--- src/rtl/obstacle_detector_nch.sv ---
// obstacle_detector_nch
//   Multi-channel obstacle detector. Each raw sensor bit is synchronized,
//   debounced, and then drives a per-channel alert level. The level escalates
//   with dwell time while the obstacle stays present.
//
//   state | meaning
//   ------+---------------------------------------------
//   OFF   | no obstacle (filtered value 0)
//   DET   | obstacle just detected, dwell running
//   PERS  | obstacle persisted ESC_CYC cycles, dwell running
//   CRIT  | obstacle persisted 2*ESC_CYC cycles, saturated
//
// Ports
//   clk          block clock, rising edge
//   reset        synchronous active-high reset
//   enable       0 synchronously clears all channel state
//   sensor       raw asynchronous obstacle inputs, one bit per channel
//   mute         per-channel buzzer mask (1 silences that channel's buzz)
//   buzz         per-channel alert level, channel i at [2i+1:2i]
//   detect       per-channel debounced obstacle flag
//   any_detect   OR of detect
//   critical_irq one-cycle pulse, the cycle after any PERS->CRIT step
module obstacle_detector_nch #(
  parameter int N_CH    = 2,
  parameter int DEB_CYC = 4,
  parameter int ESC_CYC = 1000
) (
  input  logic              clk,
  input  logic              reset,
  input  logic              enable,
  input  logic [N_CH-1:0]   sensor,
  input  logic [N_CH-1:0]   mute,
  output logic [2*N_CH-1:0] buzz,
  output logic [N_CH-1:0]   detect,
  output logic              any_detect,
  output logic              critical_irq
);

  localparam int DW = $clog2(DEB_CYC + 1);
  localparam int EW = $clog2(ESC_CYC + 1);
  localparam logic [DW-1:0] DEB_LAST = DW'(DEB_CYC - 1);
  localparam logic [EW-1:0] ESC_LAST = EW'(ESC_CYC - 1);
  localparam logic [EW-1:0] ESC_MAX  = EW'(ESC_CYC);

  typedef enum logic [1:0] {
    LVL_OFF  = 2'b00,
    LVL_DET  = 2'b01,
    LVL_PERS = 2'b10,
    LVL_CRIT = 2'b11
  } level_e;

  logic [N_CH-1:0] sync1_q, sync1_d;
  logic [N_CH-1:0] sync2_q, sync2_d;
  logic [N_CH-1:0] filt_q, filt_d;
  logic [DW-1:0]   deb_cnt_q [N_CH];
  logic [DW-1:0]   deb_cnt_d [N_CH];
  logic [EW-1:0]   dwell_q [N_CH];
  logic [EW-1:0]   dwell_d [N_CH];
  level_e          level_q [N_CH];
  level_e          level_d [N_CH];
  // esc_q marks the edge a channel entered CRIT; irq follows one edge later.
  logic            esc_q, esc_d;
  logic            irq_q, irq_d;

  always_comb begin
    sync1_d   = sensor;
    sync2_d   = sync1_q;
    filt_d    = filt_q;
    deb_cnt_d = deb_cnt_q;
    dwell_d   = dwell_q;
    level_d   = level_q;
    esc_d     = 1'b0;
    irq_d     = esc_q;

    for (int i = 0; i < N_CH; i++) begin
      // Debounce: count consecutive disagreeing edges, accept on the last one.
      if (sync2_q[i] != filt_q[i]) begin
        if (deb_cnt_q[i] == DEB_LAST) begin
          filt_d[i]    = ~filt_q[i];
          deb_cnt_d[i] = '0;
        end else begin
          deb_cnt_d[i] = deb_cnt_q[i] + DW'(1);
        end
      end else begin
        deb_cnt_d[i] = '0;
      end

      // Level FSM advances on the same edge the filtered value changes.
      if (filt_d[i] && !filt_q[i]) begin
        level_d[i] = LVL_DET;
        dwell_d[i] = '0;
      end else if (!filt_d[i] && filt_q[i]) begin
        level_d[i] = LVL_OFF;
        dwell_d[i] = '0;
      end else if (filt_q[i]) begin
        unique case (level_q[i])
          LVL_DET: begin
            if (dwell_q[i] == ESC_LAST) begin
              level_d[i] = LVL_PERS;
              dwell_d[i] = '0;
            end else begin
              dwell_d[i] = dwell_q[i] + EW'(1);
            end
          end
          LVL_PERS: begin
            if (dwell_q[i] == ESC_LAST) begin
              level_d[i] = LVL_CRIT;
              dwell_d[i] = ESC_MAX;
              esc_d      = 1'b1;
            end else begin
              dwell_d[i] = dwell_q[i] + EW'(1);
            end
          end
          LVL_CRIT: dwell_d[i] = dwell_q[i];
          default:  level_d[i] = LVL_OFF;
        endcase
      end
    end
  end

  always_ff @(posedge clk) begin
    if (reset || !enable) begin
      sync1_q <= '0;
      sync2_q <= '0;
      filt_q  <= '0;
      esc_q   <= 1'b0;
      irq_q   <= 1'b0;
      for (int i = 0; i < N_CH; i++) begin
        deb_cnt_q[i] <= '0;
        dwell_q[i]   <= '0;
        level_q[i]   <= LVL_OFF;
      end
    end else begin
      sync1_q <= sync1_d;
      sync2_q <= sync2_d;
      filt_q  <= filt_d;
      esc_q   <= esc_d;
      irq_q   <= irq_d;
      for (int i = 0; i < N_CH; i++) begin
        deb_cnt_q[i] <= deb_cnt_d[i];
        dwell_q[i]   <= dwell_d[i];
        level_q[i]   <= level_d[i];
      end
    end
  end

  always_comb begin
    buzz = '0;
    for (int i = 0; i < N_CH; i++) begin
      buzz[2*i +: 2] = level_q[i] & {2{~mute[i]}};
    end
  end

  assign detect       = filt_q;
  assign any_detect   = |filt_q;
  assign critical_irq = irq_q;

endmodule

--- config.mk ---
export PLATFORM = sky130hd
export DESIGN_NAME = obstacle_detector_nch
export DESIGN_NICKNAME = d
export VERILOG_FILES = /design/src/rtl/obstacle_detector_nch.sv
export SDC_FILE = /design/constraint.sdc
export NUM_CORES = 1
export LEC_CHECK = 0
export CAP_MARGIN = 0
export CORE_MARGIN = 4
export CORE_UTILIZATION = 50
export CTS_CLUSTER_DIAMETER = 40
export CTS_CLUSTER_SIZE = 20
export DETAILED_ROUTE_END_ITERATION = 10
export PLACE_DENSITY = 0.7
export RECOVER_POWER = 100
export SLEW_MARGIN = 20
export SYNTH_ARGS = -nofsm -noshare
export SYNTH_HDL_FRONTEND = slang
export SYNTH_SLANG_ARGS = --single-unit
--- constraint.sdc ---
create_clock -name clk -period 2.6 [get_ports clk]
set_input_delay 0.52 -clock clk [delete_from_list [all_inputs] [get_ports clk]]
set_output_delay 0.52 -clock clk [all_outputs]
set_load 0.01 [all_outputs]
==> impl_metrics.ini <==
[finish]
final_layout_size_suffix_gt1_share_pct = 6.90
multiInputGateArea_um2 = 1190
antenna_cells = 0
regArea_um2 = 761
finalNetCount = 285
fin_cells = 309
fillers = 351
syn_to_final_growth_pct = 14.0

[sta]
min_period_over_period_pct = 83.8
min_period_ns = 2.18
fin_setup_tns_ns = 0
slew_headroom_pct = 64.8
skew_ns = 0.00912
worst_slew_pin_slew_ns = 0.523
fmax_mhz = 459
rsz0062_at_grt = false
setup_violations = 0
maxSlewViolCount = 0
hold_viol_final = 0
fin_ws_ns = 0.421

[global_routing]
grt_pass1_wl_mm = 6.65
gr-usage-all-layers_pct = 16.0
antenna_found_initial = 0
grt_pass1_vias = 1494
grt_overflow = 0
grt_max_degree = 12

[floorplanning]
initial_core_util_pct = 53.7
die_w_um = 71.9
die-area_um2 = 5160
num_rows = 22
pin_count = 15
coreArea_um2 = 3800
die_h_um = 71.9

[synthesis]
synth_most_common_cell = dfxtp_1
synth_top_area_cell = dfxtp_1
synth_area_leaders = dfxtp_1 (37%), ha_1 (11%), nor2_1 (5.5%)
syn_inst = 241
synth_cell_types = 45
synth_edf_count = 0
syn_nets = 266
async_flop_share_pct = 0
synth-seq-cells = 38
ys_top_cells_by_count = dfxtp_1 (38), nor2_1 (30), nand2_1 (19)
synth.yosys.seq_area_share_pct = 37.3
yosys_warnings = 0
synth_top_area_share_pct = 37.3
syn_area_um2 = 2040
yosys_most_used_dff = dfxtp_1
avgSynthCellArea_um2 = 8.46

[routing]
drcViolationCount = 0
vias = 1683
vias_per_cell = 5.45
dr.pass1.iters = 4
antenna_left = 0
drtIter0Drc = 84
avgRoutedWirePerCell_um = 12.3
drt-total-wl_mm = 3.81

[hold_path]
holdPathEnd = deb_cnt_q[0]
holdPathStages = 1
hold_start = deb_cnt_q[0]
holdCritPathClass = flop to flop

[cts]
cts_setup_buffers = 0
root_buffer = clkbuf_8
cts_tree = yes
clk_latency_ns = 0.29
clock-sinks = 38
post_cts_resize_count = 0
cts_buffers = 5
clock_path_buffers = 2
htree_num_levels = 2
clk_pin_slew_worst_paths_ns = 0.07
cts_hold_buffers = 0

[worst_setup_path]
crit_path_max_fanout = 10
end_kind = output pin
worst_setup_path_start_kind = flop
timing.rr.end = dwell_q[17]
cp.required_ns = 2.08
r2r_slack_ns = 0.48
r2r_cells = 8
critPathKind = flop to output pin
worstPathArrival_ns = 1.66
r2r_start = deb_cnt_q[3]
worstSetupStartpoint = detect[1]

[power_and_ir_drop]
max-vdd-ir-drop_mv = 0.322
power_leakage_uw = 0.000850
p_per_area_nw_per_um2 = 441

[place]
io_buffers = 14
dp_slack_ns = 0.463
dp_hpwl_mm = 2.81
routabilityCongestion = 0.815
dp_cells = 301

[run_status]
status = complete, no violations

[flow_run]
drv_cap = 0
[state kept, by name, summed over array words and instances, names as in the netlist]
signal and cells:
detect 2, level_q 4, dwell_q 20, sync2_q 2, esc_q 1, deb_cnt_q 6, critical_irq 1, sync1_q 2
[worst max path at each step]
stage          slack (ns)  cells past startpoint     endpoint
2_1_floorplan        0.68                      8   dwell_q[3]
3_3_place_gp         0.51                      3      buzz[1]
3_5_place_dp         0.46                      5  dwell_q[16]
4_1_cts              0.46                      8  dwell_q[17]
5_1_grt              0.25                      9   level_q[2]
6_report             0.42                      3   any_detect
[critical path, cell delays in order (launching register included)]
cell	delay, ns
dfxtp_1	0.54
inv_1	0.14
nand2_1	0.09
dlygate4sd3_1	0.60
[layout by cell type (no fill, tap or decap), types with 6 or more instances in the layout]
master         netlist  layout
a21oi_1             16      16
clkbuf_8             0       6
dfxtp_1             38      38
dlygate4sd3_1        0       9
ha_1                18      18
inv_1               18      18
nand2_1             19      19
nand2b_1             6       6
nand3_1             10      10
nor2_1              30      30
nor3_1               6       6
o21ai_0             11      11
[where the power goes]
group          switching, µW  internal [µW]
Clock                    204            214
Combinational           12.2           11.0
Sequential             0.785            583
Total                    217            808
[metal layers]
metal  up-vias  wire length (µm)  track usage (%)
met1       768              1940             21.7
met2        31              1660             24.5
li1        878                 -                -
met3         6               156             4.63
met5         -                 0                0
met4         0                53             5.01
[per-stage QoR]
step	instance area (µm²)	util, %	total power [µW]	hold slack, ns
after floorplan	2040	-	608	0.399
final	2330	61.2	1020	0.425
after detailed placement	2240	58.9	622	0.416
after global routing	2330	61.2	1070	0.445
after global placement	2240	58.9	622	0.411
after CTS	2330	61.3	1040	0.427
[cell type report]
class | instances | share of cell area (%)
Sequential cell | 38 | 32.7
Timing Repair Buffer | 16 | 6.51
Multi-Input combinational cell | 181 | 51.4
Inverter | 18 | 2.90
Clock buffer | 7 | 3.71
Clock inverter | 1 | 0.215
Tap cell | 48 | 2.58
[logic make-up after synthesis]
group	after synthesis	synth area share, %
adder cells (fa/ha/maj)	18	11.0
AND/OR/NAND/NOR	104	26.9
flip-flops	38	37.3
AO/OA/AOI/OAI	51	17.1
XOR/XNOR	6	2.58
buffers and inverters	22	4.11
multiplexers	2	0.982
Note: power is estimated with default switching activity, not from simulation.
